$ cat src/rtl/rv32i_types.sv
// ----------------------------------------------------------------------------
// rv32i_types
//   Shared RV32I pipeline types.
//   rv32i_reg       : architectural register index (x0..x31).
//   hazard_state_t  : hazard control FSM state.
//                     RUN    = pipeline flowing.
//                     FREEZE = whole pipeline held on a cache miss.
// ----------------------------------------------------------------------------
package rv32i_types;

    typedef logic [4:0] rv32i_reg;

    typedef enum logic [0:0] {
        RUN    = 1'b0,
        FREEZE = 1'b1
    } hazard_state_t;

endpackage

$ cat src/rtl/sat_counter.sv
// ----------------------------------------------------------------------------
// sat_counter
//   Event counter that sticks at all-ones instead of wrapping.
//   Ports:
//     clk  : clock
//     rst  : asynchronous active-low reset, clears the count
//     inc  : count one event this cycle
//     q    : current count
// ----------------------------------------------------------------------------
module sat_counter #(
    parameter int CNT_WIDTH = 32
) (
    input  logic                 clk,
    input  logic                 rst,
    input  logic                 inc,
    output logic [CNT_WIDTH-1:0] q
);

    localparam logic [CNT_WIDTH-1:0] ONE = {{(CNT_WIDTH-1){1'b0}}, 1'b1};

    always_ff @(posedge clk or negedge rst) begin
        if (!rst) begin
            q <= '0;
        end else if (inc && (q != '1)) begin
            q <= q + ONE;
        end
    end

endmodule

$ cat src/rtl/hazard_control_unit.sv
// ----------------------------------------------------------------------------
// hazard_control_unit
//   Stall/flush side of the operand-hazard protocol. Handles what the
//   forwarding unit cannot: load-use dependencies, I/D-cache miss waits and
//   taken-branch redirects. Drives pipeline-register enables, flush/bubble
//   controls and three saturating performance counters.
//
//   Ports:
//     clk, rst               : clock, asynchronous active-low reset
//     using_rs1/using_rs2    : decode instruction reads rs1/rs2
//     if_id_rs1/if_id_rs2    : decode source registers
//     id_ex_rd               : EX destination register
//     id_ex_mem_read         : EX instruction is a load
//     br_taken               : EX control transfer redirects the PC
//     imem_req/imem_resp     : fetch request outstanding / I-cache response pulse
//     dmem_req/dmem_resp     : MEM access outstanding / D-cache response pulse
//     pc_load .. mem_wb_load : per-stage register enables
//     if_id_flush            : IF/ID captures a NOP
//     id_ex_bubble           : ID/EX captures a NOP
//     imem_done_q            : fetch data already captured, use buffered copy
//     stall_cnt              : cycles the pipeline was frozen
//     bubble_cnt             : load-use bubbles inserted
//     flush_cnt              : branch flushes performed
// ----------------------------------------------------------------------------
module hazard_control_unit
    import rv32i_types::*;
#(
    parameter int CNT_WIDTH = 32
) (
    input  logic                 clk,
    input  logic                 rst,
    input  logic                 using_rs1,
    input  logic                 using_rs2,
    input  rv32i_reg             if_id_rs1,
    input  rv32i_reg             if_id_rs2,
    input  rv32i_reg             id_ex_rd,
    input  logic                 id_ex_mem_read,
    input  logic                 br_taken,
    input  logic                 imem_req,
    input  logic                 imem_resp,
    input  logic                 dmem_req,
    input  logic                 dmem_resp,
    output logic                 pc_load,
    output logic                 if_id_load,
    output logic                 id_ex_load,
    output logic                 ex_mem_load,
    output logic                 mem_wb_load,
    output logic                 if_id_flush,
    output logic                 id_ex_bubble,
    output logic                 imem_done_q,
    output logic [CNT_WIDTH-1:0] stall_cnt,
    output logic [CNT_WIDTH-1:0] bubble_cnt,
    output logic [CNT_WIDTH-1:0] flush_cnt
);

    hazard_state_t state_q, state_d;
    logic          dmem_done_q;
    logic          imem_done_d, dmem_done_d;
    logic          imiss, dmiss, frozen, load_use;
    logic          stall_inc, bubble_inc, flush_inc;

    always_comb begin
        // A miss only counts while its data has not already been captured.
        imiss  = imem_req & ~imem_resp & ~imem_done_q;
        dmiss  = dmem_req & ~dmem_resp & ~dmem_done_q;
        frozen = imiss | dmiss;

        load_use = id_ex_mem_read & (id_ex_rd != 5'd0) &
                   (((id_ex_rd == if_id_rs1) & using_rs1) |
                    ((id_ex_rd == if_id_rs2) & using_rs2));

        pc_load      = 1'b0;
        if_id_load   = 1'b0;
        id_ex_load   = 1'b0;
        ex_mem_load  = 1'b0;
        mem_wb_load  = 1'b0;
        if_id_flush  = 1'b0;
        id_ex_bubble = 1'b0;
        stall_inc    = 1'b0;
        bubble_inc   = 1'b0;
        flush_inc    = 1'b0;
        state_d      = RUN;
        imem_done_d  = imem_done_q;
        dmem_done_d  = dmem_done_q;

        if (frozen) begin
            // Whole pipeline holds; remember any response that arrives while
            // the other side is still waiting.
            state_d     = FREEZE;
            stall_inc   = 1'b1;
            imem_done_d = imem_done_q | imem_resp;
            dmem_done_d = dmem_done_q | dmem_resp;
        end else begin
            // Branch beats load-use: the dependent instruction is flushed anyway.
            // A branch or load-use held through a freeze lands here on the
            // release cycle, since EX did not change while frozen.
            if (br_taken) begin
                pc_load      = 1'b1;
                if_id_load   = 1'b1;
                id_ex_load   = 1'b1;
                ex_mem_load  = 1'b1;
                mem_wb_load  = 1'b1;
                if_id_flush  = 1'b1;
                id_ex_bubble = 1'b1;
                flush_inc    = 1'b1;
            end else if (load_use) begin
                // Hold PC and IF/ID one cycle; the load moves to MEM and a
                // NOP enters EX, so detection drops on its own next cycle.
                id_ex_load   = 1'b1;
                ex_mem_load  = 1'b1;
                mem_wb_load  = 1'b1;
                id_ex_bubble = 1'b1;
                bubble_inc   = 1'b1;
            end else begin
                pc_load      = 1'b1;
                if_id_load   = 1'b1;
                id_ex_load   = 1'b1;
                ex_mem_load  = 1'b1;
                mem_wb_load  = 1'b1;
            end

            if (state_q == FREEZE) begin
                imem_done_d = 1'b0;
                dmem_done_d = 1'b0;
            end else begin
                // Buffered data is consumed once its stage advances.
                imem_done_d = pc_load     ? 1'b0 : (imem_done_q | imem_resp);
                dmem_done_d = mem_wb_load ? 1'b0 : (dmem_done_q | dmem_resp);
            end
        end

        // Nothing moves or flushes while reset is held.
        if (!rst) begin
            pc_load      = 1'b0;
            if_id_load   = 1'b0;
            id_ex_load   = 1'b0;
            ex_mem_load  = 1'b0;
            mem_wb_load  = 1'b0;
            if_id_flush  = 1'b0;
            id_ex_bubble = 1'b0;
        end
    end

    always_ff @(posedge clk or negedge rst) begin
        if (!rst) begin
            state_q     <= RUN;
            imem_done_q <= 1'b0;
            dmem_done_q <= 1'b0;
        end else begin
            state_q     <= state_d;
            imem_done_q <= imem_done_d;
            dmem_done_q <= dmem_done_d;
        end
    end

    sat_counter #(.CNT_WIDTH(CNT_WIDTH)) u_stall_cnt (
        .clk (clk),
        .rst (rst),
        .inc (stall_inc),
        .q   (stall_cnt)
    );

    sat_counter #(.CNT_WIDTH(CNT_WIDTH)) u_bubble_cnt (
        .clk (clk),
        .rst (rst),
        .inc (bubble_inc),
        .q   (bubble_cnt)
    );

    sat_counter #(.CNT_WIDTH(CNT_WIDTH)) u_flush_cnt (
        .clk (clk),
        .rst (rst),
        .inc (flush_inc),
        .q   (flush_cnt)
    );

endmodule

$ cat config.mk
export PLATFORM = sky130hd
export DESIGN_NAME = hazard_control_unit
export DESIGN_NICKNAME = d
export VERILOG_FILES = /design/src/rtl/rv32i_types.sv /design/src/rtl/sat_counter.sv /design/src/rtl/hazard_control_unit.sv
export SDC_FILE = /design/constraint.sdc
export NUM_CORES = 1
export LEC_CHECK = 0
export ABC_AREA = 1
export CAP_MARGIN = 5
export CORE_UTILIZATION = 50
export CTS_CLUSTER_DIAMETER = 60
export CTS_CLUSTER_SIZE = 12
export DETAILED_ROUTE_END_ITERATION = 7
export PLACE_DENSITY = 0.77
export SLEW_MARGIN = 10
export SYNTH_ARGS = -nofsm -noshare
export SYNTH_HDL_FRONTEND = slang
export SYNTH_SLANG_ARGS = --single-unit
$ cat constraint.sdc
create_clock -name clk -period 2.5 [get_ports clk]
set_input_delay 0.5 -clock clk [delete_from_list [all_inputs] [get_ports clk]]
set_output_delay 0.5 -clock clk [all_outputs]
set_load 0.01 [all_outputs]
# Word level (Yosys, flattened, before mapping)
# Cells that the tools add are included.
[word_totals]
regBits = 99
output_inout_bits = 104
word_cells = 62
[classes]
addsub = 3
n_eq_ne = 5
mux = 28
bitwise_logic = 16
reduce_logical = 4
[op_table]
columns = ["cell", "n"]
rows = [
  ["$add A32 B1 Y32 const B", 3],
  ["$ne A32 B32 Y1 const B", 3],
  ["$mux W1", 28],
  ["$eq A5 B5 Y1", 2],
  ["$and A1 B1 Y1", 8],
  ["$reduce_bool A5 Y1", 1],
  ["$not A1 Y1", 4],
  ["$or A1 B1 Y1", 4],
  ["$logic_and A1 B1 Y1", 3],
]

# Depth between registers and ports, before layout
# Gate-level depths: netlist of the first run.
[logic_depth]
ltp_word = 10
ltp_mapped = 11
depth_no_buf = 11

# By module
# A second synthesis of the first run with hierarchy kept.
[hier_totals]
cells_unflattened = 1084
hier_area_um2 = 6998.0
[by_module_without_submodules]
columns = ["module", "n_inst", "cells_each", "area_each_um2", "seq_area_each_um2"]
rows = [
  ["sat_counter", 3, 333, 2190.9, 800.8],
  ["hazard_control_unit", 1, 85, 425.4, 75.1],
]

# Worst setup path after synthesis of the first run
# OpenSTA, ideal clock, no wires.
[synth_timing]
path_kind = "input to output"
from = "input id_ex_rd[0]"
to = "output pc_load"
t_arrival_ns = 1.587
required_ns = 2.000
path_slack_ns = 0.413
cell_stages = 9
path_buffers = 2
path_cell_list = "nor2_1 > nand3_1 > o21ai_0 > inv_1 > nand3_2 > clkbuf_1 > nand2_1 > inv_1 > buf_4"
[synth_between]
elab_chain_cells = 9
[synth_lines]
columns = ["element", "line", "source"]
rows = [
  ["from (decl)", "hazard_control_unit.sv:36", "input rv32i_reg id_ex_rd,"],
  ["$eq A5 B5 Y1 (on tied branches)", "hazard_control_unit.sv:69, hazard_control_unit.sv:70", ""],
  ["$and A1 B1 Y1 (on tied branches)", "hazard_control_unit.sv:69, hazard_control_unit.sv:70", ""],
  ["$or A1 B1 Y1", "hazard_control_unit.sv:69", "(((id_ex_rd == if_id_rs1) & using_rs1) |"],
  ["$and A1 B1 Y1 (*)", "hazard_control_unit.sv:68", "load_use = id_ex_mem_read & (id_ex_rd != 5'd0) &"],
  ["$mux W1 (*)", "hazard_control_unit.sv:106", "end else if (load_use) begin"],
  ["$mux W1 (*)", "hazard_control_unit.sv:97", "if (br_taken) begin"],
  ["$mux W1 (*) (2 in series)", "hazard_control_unit.sv:86", "if (frozen) begin"],
  ["$mux W1 (*)", "hazard_control_unit.sv:133", "if (!rst) begin"],
  ["to (decl)", "hazard_control_unit.sv:43", "output logic pc_load,"],
]
# Every way passes the cells marked *; elsewhere a longest branch is shown, timed or not. The select of a mux whose other input is x is not followed.

# Final worst setup path of the first run
[layout_timing]
from = "input id_ex_rd[4]"
to = "output pc_load"
# Same word-level chain as after synthesis.

==> impl_metrics.ini, run 1 <==
[power_and_ir_drop]
p_sw_share_pct = 30.29
power.switching_uw = 1347
p_per_area_nw_per_um2 = 522.1
p_int_uw = 3101
ir_drop_mv = 0.2933
seqPwrFrac_pct = 43.8
p_leak_uw = 0.004210
comb_power_share_pct = 21.9
clkPwrFrac_pct = 34.3

[floorplanning]
coreArea_um2 = 13240
die_h_um = 118.6
fp.dieW_um = 118.6
placementRows = 42
ioPinCount = 129
start_util_pct = 51.29
dieArea_um2 = 14060

[route]
drt-total-wl_um = 18110
wl_met2_um = 7991
wl_per_cell_um = 13.58
drt.antenna.violating_nets = 0
drcViolationCount = 0
wirelength_met1_um = 8572
drt_iter0_drc = 438
first_pass_iters = 5
wl_met3_um = 1178
vias = 6884
via_per_inst = 5.160
top_layer_used = met4

[sta]
worst_slack_ns = 0.1617
finalHoldViolations = 0
fmax_ghz = 0.4277
rsz0062_at_grt = false
fin_worst_skew_ns = 0.005339
period_needed_ns = 2.338
relSlewSlack_pct = 50.01
drv_slew = 0
fin_hold_ws_ns = 0.2783
worst_slew_pin_slew_ns = 0.7498
post-route-period-util_pct = 93.53
setup_viol = 0

[run_status]
status = finished clean

[synthesis]
synth_top_area_cell = dfrtp_1
yosysMostFrequentCell = nand2_1
synth_seq_area_share_pct = 36.47
synth_edf_count = 0
yosys_warnings = 0
synth_area_leaders = dfrtp_1 (36%), nand2_1 (23%), nor2_1 (6.5%)
synth_top_area_share_pct = 36.47
syn_area_per_cell_um2 = 6.634
syn_area_um2 = 6793
synth-main-ff-cell = dfrtp_1
synth_cell_types = 32
ys_async_sr_fraction_pct = 100.0
ys_seq_elements = 99
synth_commonest_cells = nand2_1 (409), nor2_1 (117), inv_1 (115), dfrtp_1 (99)
syn-num-nets = 1052
synth_cells = 1024

[placed_design]
io_buffers = 128
gp_routability_congestion = 0.9423
dp_cells = 1318
dp_hpwl_um = 13470
place_ws_ns = -0.2667

[clock_network]
h-tree-depth = 3
insertion_delay_ns = 0.36
cts_tree = yes
clockBufferDepth = 2
cts_buffers = 9
cts_sinks = 99
path_clk_slew_ns = 0.07
cts_root_buf = clkbuf_16

[critical_path]
worstSetupPathType = input port to output port
critPathMaxStageDelay_ns = 0.53
worstSetupEndpointType = output port
cp_slowest_cell = clkdlybuf4s50_1
cp_cell_sequence = clkdlybuf4s50_1 > inv_2 > nand2_1 > nand2_1 > nor2_1 > nand3_1 > nand2_2 > nand3_2 > nand2_1 > inv_1 > clkbuf_2
arrival_ns = 1.84
cp_max_fo = 4
cp_common_cell = nand2_1
cp-start-kind = input port
cp.required_ns = 2.00

[grt]
grt_remaining_overflow = 0
grt_start_max_net_pins = 61
grt_pass1_wl_um = 29970
first_global_vias = 6198
antenna_found_initial = 0
track_usage_pct = 26.59

[job]
cap_violations = 0

[worst_hold_path]
hp-class = input port to asynchronous set/reset pin

[final_layout]
diodes = 0
syn2layout_area_growth_pct = 25.44
layout.cells.non_filler = 1334
drive_gt1_share_pct = 5.527
final_nets = 1182
final_util_pct = 64.34
## logic make-up after synthesis
logic type / after synthesis / share of synthesized area (%)
adders and majority gates: 3 / 0.5526
DFF: 99 / 36.47
buffers and inverters: 147 / 9.707
AOI/OAI and AO/OA: 78 / 6.963
xor gates and xnor gates: 47 / 6.060
and+or+nand+nor: 650 / 40.25
## final timing paths
path                                   from            endpoint  slack, ns  depth (start not counted)
max                             id_ex_rd[4]             pc_load       0.16                         11
min in group clk                dmem_done_q         dmem_done_q       0.52                          2
min reg2reg                     dmem_done_q         dmem_done_q       0.52                          2
max reg2reg                u_stall_cnt.q[0]   u_stall_cnt.q[17]       0.27                         11
min                                     rst    u_stall_cnt.q[0]       0.28                          2
max in group asynchronous               rst  u_bubble_cnt.q[20]       1.05                          3
## cells in the final DEF, fill, tap and decap left out, types with 5 or more instances in the layout
cell,instances
nand2_1,408
clkdlybuf4s50_1,119
nor2_1,116
inv_1,115
dfrtp_1,99
nand3_1,44
xor2_1,44
o21bai_1,32
nor3_1,28
o21ai_0,21
o21ai_1,21
nand4_1,17
buf_4,13
nand3b_1,11
clkbuf_16,9
inv_2,8
nor2_2,7
nor3_2,5
## registers in the layout (all words and copies together), names as in the netlist
signal and count:
u_bubble_cnt.q 32, imem_done_q 1, u_stall_cnt.q 32, dmem_done_q 1
state_q 1, u_flush_cnt.q 32
## repair_timing
action,4_1_cts,5_1_grt
cloned,0,1
endpoints found under the setup margin,6,37
pin swaps,0,1
hold buffers,0,0
buffers inserted,0,0
resized for setup,6,12
## power groups by stage
stage          sequential (µW)  combinational, µW  clock, µW
4_1_cts                   1940                980       1550
2_1_floorplan             1990                443          0
3_3_place_gp              1970                959          0
3_5_place_dp              1970                980          0
6_report                  1950                974       1530
5_1_grt                   1980               1090       1620
## per-stage QoR
step                      power, µW  instance area, µm²  TNS, ns
after detailed placement       2951                8197   -7.863
final                          4449                8521        0
after global routing           4687                8521        0
after CTS                      4477                8511        0
after global placement         2933                8197   -6.705
after floorplan                2435                6793        0
## layer usage
metal  vias to the layer above  global-route usage (%)
met5                         -                       0
met4                         0                   9.652
met3                        36                   5.550
met2                       238                   40.86
met1                      3171                   36.95
li1                       3439                       -
## worst max-delay path, delay by kind of cell
kind / cells / cell delay, ns
buffers and inverters: 4 / 0.79
and+or+nand+nor: 7 / 0.54
## layout make-up
class / instances / area [µm²]
Multi-Input combinational cell: 779 / 3672
Inverter: 125 / 474.2
Clock inverter: 4 / 75.07
Tap cell: 176 / 220.2
Fill cell: 1244 / 4722
Clock buffer: 11 / 242.7
Sequential cell: 99 / 2477
Timing Repair Buffer: 140 / 1359
Note: power is estimated with default switching activity, not from simulation.
==> run 2: changes to the inputs <==
--- a/config.mk
+++ b/config.mk
@@ -7,6 +7,7 @@
 export LEC_CHECK = 0
 export ABC_AREA = 1
 export CAP_MARGIN = 5
+export CORE_MARGIN = 2
 export CORE_UTILIZATION = 50
 export CTS_CLUSTER_DIAMETER = 60
 export CTS_CLUSTER_SIZE = 12
==> run 2 against run 1 <==
Count of clock-buffer cells in the layout up 2. Via count down 1.3%. Sequential share of layout area increased by 0.090 points. Highest routed layer unchanged. Core utilization decreased by 0.20 points. Total power is 3.9% lower. Die area rose by 3.4%. Clock power down 10%. Worst hold slack got worse by 0.069 ns. Clock skew rose by 0.00059 ns. Sequential power is essentially flat. Cell count unchanged.
==> impl_metrics.ini, run 2 (synthesis gave the netlist of run 1 again) <==
[run_status]
status = finished clean

[sta]
worst_slew_pin_slew_ns = 0.7729
fin_worst_skew_ns = 0.005930
relSlewSlack_pct = 48.42
setup_viol = 0
post-route-period-util_pct = 96.89
finalHoldViolations = 0
rsz0062_at_grt = true
period_needed_ns = 2.422
fmax_ghz = 0.4128
drv_slew = 0

[critical_path]
cp_max_fo = 3
worstSetupEndpointType = output port
cp-start-kind = input port
arrival_ns = 1.92
worstSetupPathType = input port to output port
cp.required_ns = 2.00

[grt]
grt_start_max_net_pins = 59
grt_use_met1_pct = 35.05
busiest_layer = met2
grt_pass1_wl_um = 29190
track_usage_pct = 24.90
grt_remaining_overflow = 0
grt_use_met2_pct = 39.34
use_met3_pct = 3.962
antenna_found_initial = 0
first_global_vias = 6025

[final_layout]
syn2layout_area_growth_pct = 25.05
reg.largest.list = u_bubble_cnt.q (32), u_flush_cnt.q (32), u_stall_cnt.q (32)
final_nets = 1181
diodes = 0
layout.cells.non_filler = 1334
final_common_cell = nand2_1
final_util_pct = 64.14
drive_gt1_share_pct = 5.613
regArea_um2 = 2477
nFillCells = 1230
layout_common_cells = nand2_1 (407), nor2_1 (115), inv_1 (115), clkdlybuf4s50_1 (115), dfrtp_1 (99)
multi_input_area_um2 = 3677

[power_and_ir_drop]
p_per_area_nw_per_um2 = 503.3
ir_drop_mv = 0.2849
p_leak_uw = 0.004204

[route]
vias = 6795
drcViolationCount = 0
drt_iter0_drc = 458
wl_per_cell_um = 13.43
drt.antenna.violating_nets = 0
via_per_inst = 5.094
first_pass_iters = 5
drt-total-wl_um = 17920

[floorplanning]
coreArea_um2 = 13240
die_h_um = 120.6
dieArea_um2 = 14530
start_util_pct = 51.29
ioPinCount = 129
placementRows = 42
fp.dieW_um = 120.6

[placed_design]
gp_routability_congestion = 0.9507
io_buffers = 128
dp_hpwl_um = 13330
dp_cells = 1317

[clock_network]
cts_tree = yes
cts-hold-fix-buffers = 0
cts_buffers = 9
insertion_delay_ns = 0.35
cts_root_buf = clkbuf_16
path_clk_slew_ns = 0.06
clockBufferDepth = 2
h-tree-depth = 3
cts_sinks = 99

[worst_hold_path]
hp-class = input port to asynchronous set/reset pin

[job]
cap_violations = 0
[run 2: changes by cell type in the layout (fill, tap and decap cells not counted), sizes merged]
cell           previous run  this run
bufinv                    2         0
dlygate4sd2               2         8
clkdlybuf4s50           119       115
buf                      13        12
clkinv                    0         2
clkinvlp                  2         1
[run 2: where the power goes]
part / internal [µW] / switching, µW
registers: 1750 / 199
clock network: 758 / 612
logic: 449 / 509
[run 2: final timing paths]
check / startpoint / endpoint / slack [ns] / cells after the start
max in group asynchronous: rst / u_flush_cnt.q[21] / 1.12 / 3
min reg2reg: dmem_done_q / dmem_done_q / 0.54 / 2
min in group clk: dmem_done_q / dmem_done_q / 0.54 / 2
max: if_id_rs2[4] / if_id_load / 0.08 / 11
min: rst / u_stall_cnt.q[28] / 0.21 / 2
max reg2reg: u_stall_cnt.q[0] / u_stall_cnt.q[19] / 0.30 / 11
[run 2: layout make-up]
cell class | instances | area share (%)
Clock buffer | 13 | 3.182
Clock inverter | 3 | 0.2504
Inverter | 125 | 5.583
Multi-Input combinational cell | 779 | 43.29
Sequential cell | 99 | 29.16
Tap cell | 176 | 2.592
Timing Repair Buffer | 139 | 15.94
[run 2: stage by stage]
step | total power (µW) | area [µm²] | hold slack (ns) | setup slack [ns] | TNS, ns
after global placement | 2930 | 8189 | 0.5130 | -0.2483 | -7.019
after floorplan | 2435 | 6793 | 0.2044 | 0.4126 | 0
after global routing | 4495 | 8494 | 0.2631 | -0.02508 | -0.04743
after detailed placement | 2939 | 8189 | 0.5283 | -0.2993 | -9.559
final | 4275 | 8494 | 0.2095 | 0.07773 | 0
after CTS | 4305 | 8474 | 0.2302 | 0.02913 | 0
[run 2: repair_timing]
| action | in CTS | in global routing |
|---|---|---|
| setup buffers | 0 | 0 |
| pin swaps | 0 | 4 |
| gates cloned | 0 | 1 |
| setup endpoints to repair | 7 | 35 |
| gates resized for setup | 11 | 9 |
[run 2: worst max-delay path: stages]
cell	delay (ns)
clkdlybuf4s50_1	0.47
inv_1	0.04
nand2_1	0.05
nand2_1	0.04
nor2_1	0.11
nand3_1	0.09
nand2_2	0.10
nand3_2	0.08
nand2_2	0.09
inv_1	0.05
dlygate4sd2_1	0.28
[run 2: metal layers]
metal	up-vias	routed length [µm]	part of all wire [%]
met2	232	8221	46
met1	3100	8288	46
met3	25	1079	6.0
met4	0	331	1.8
li1	3438	-	-
met5	-	0	0
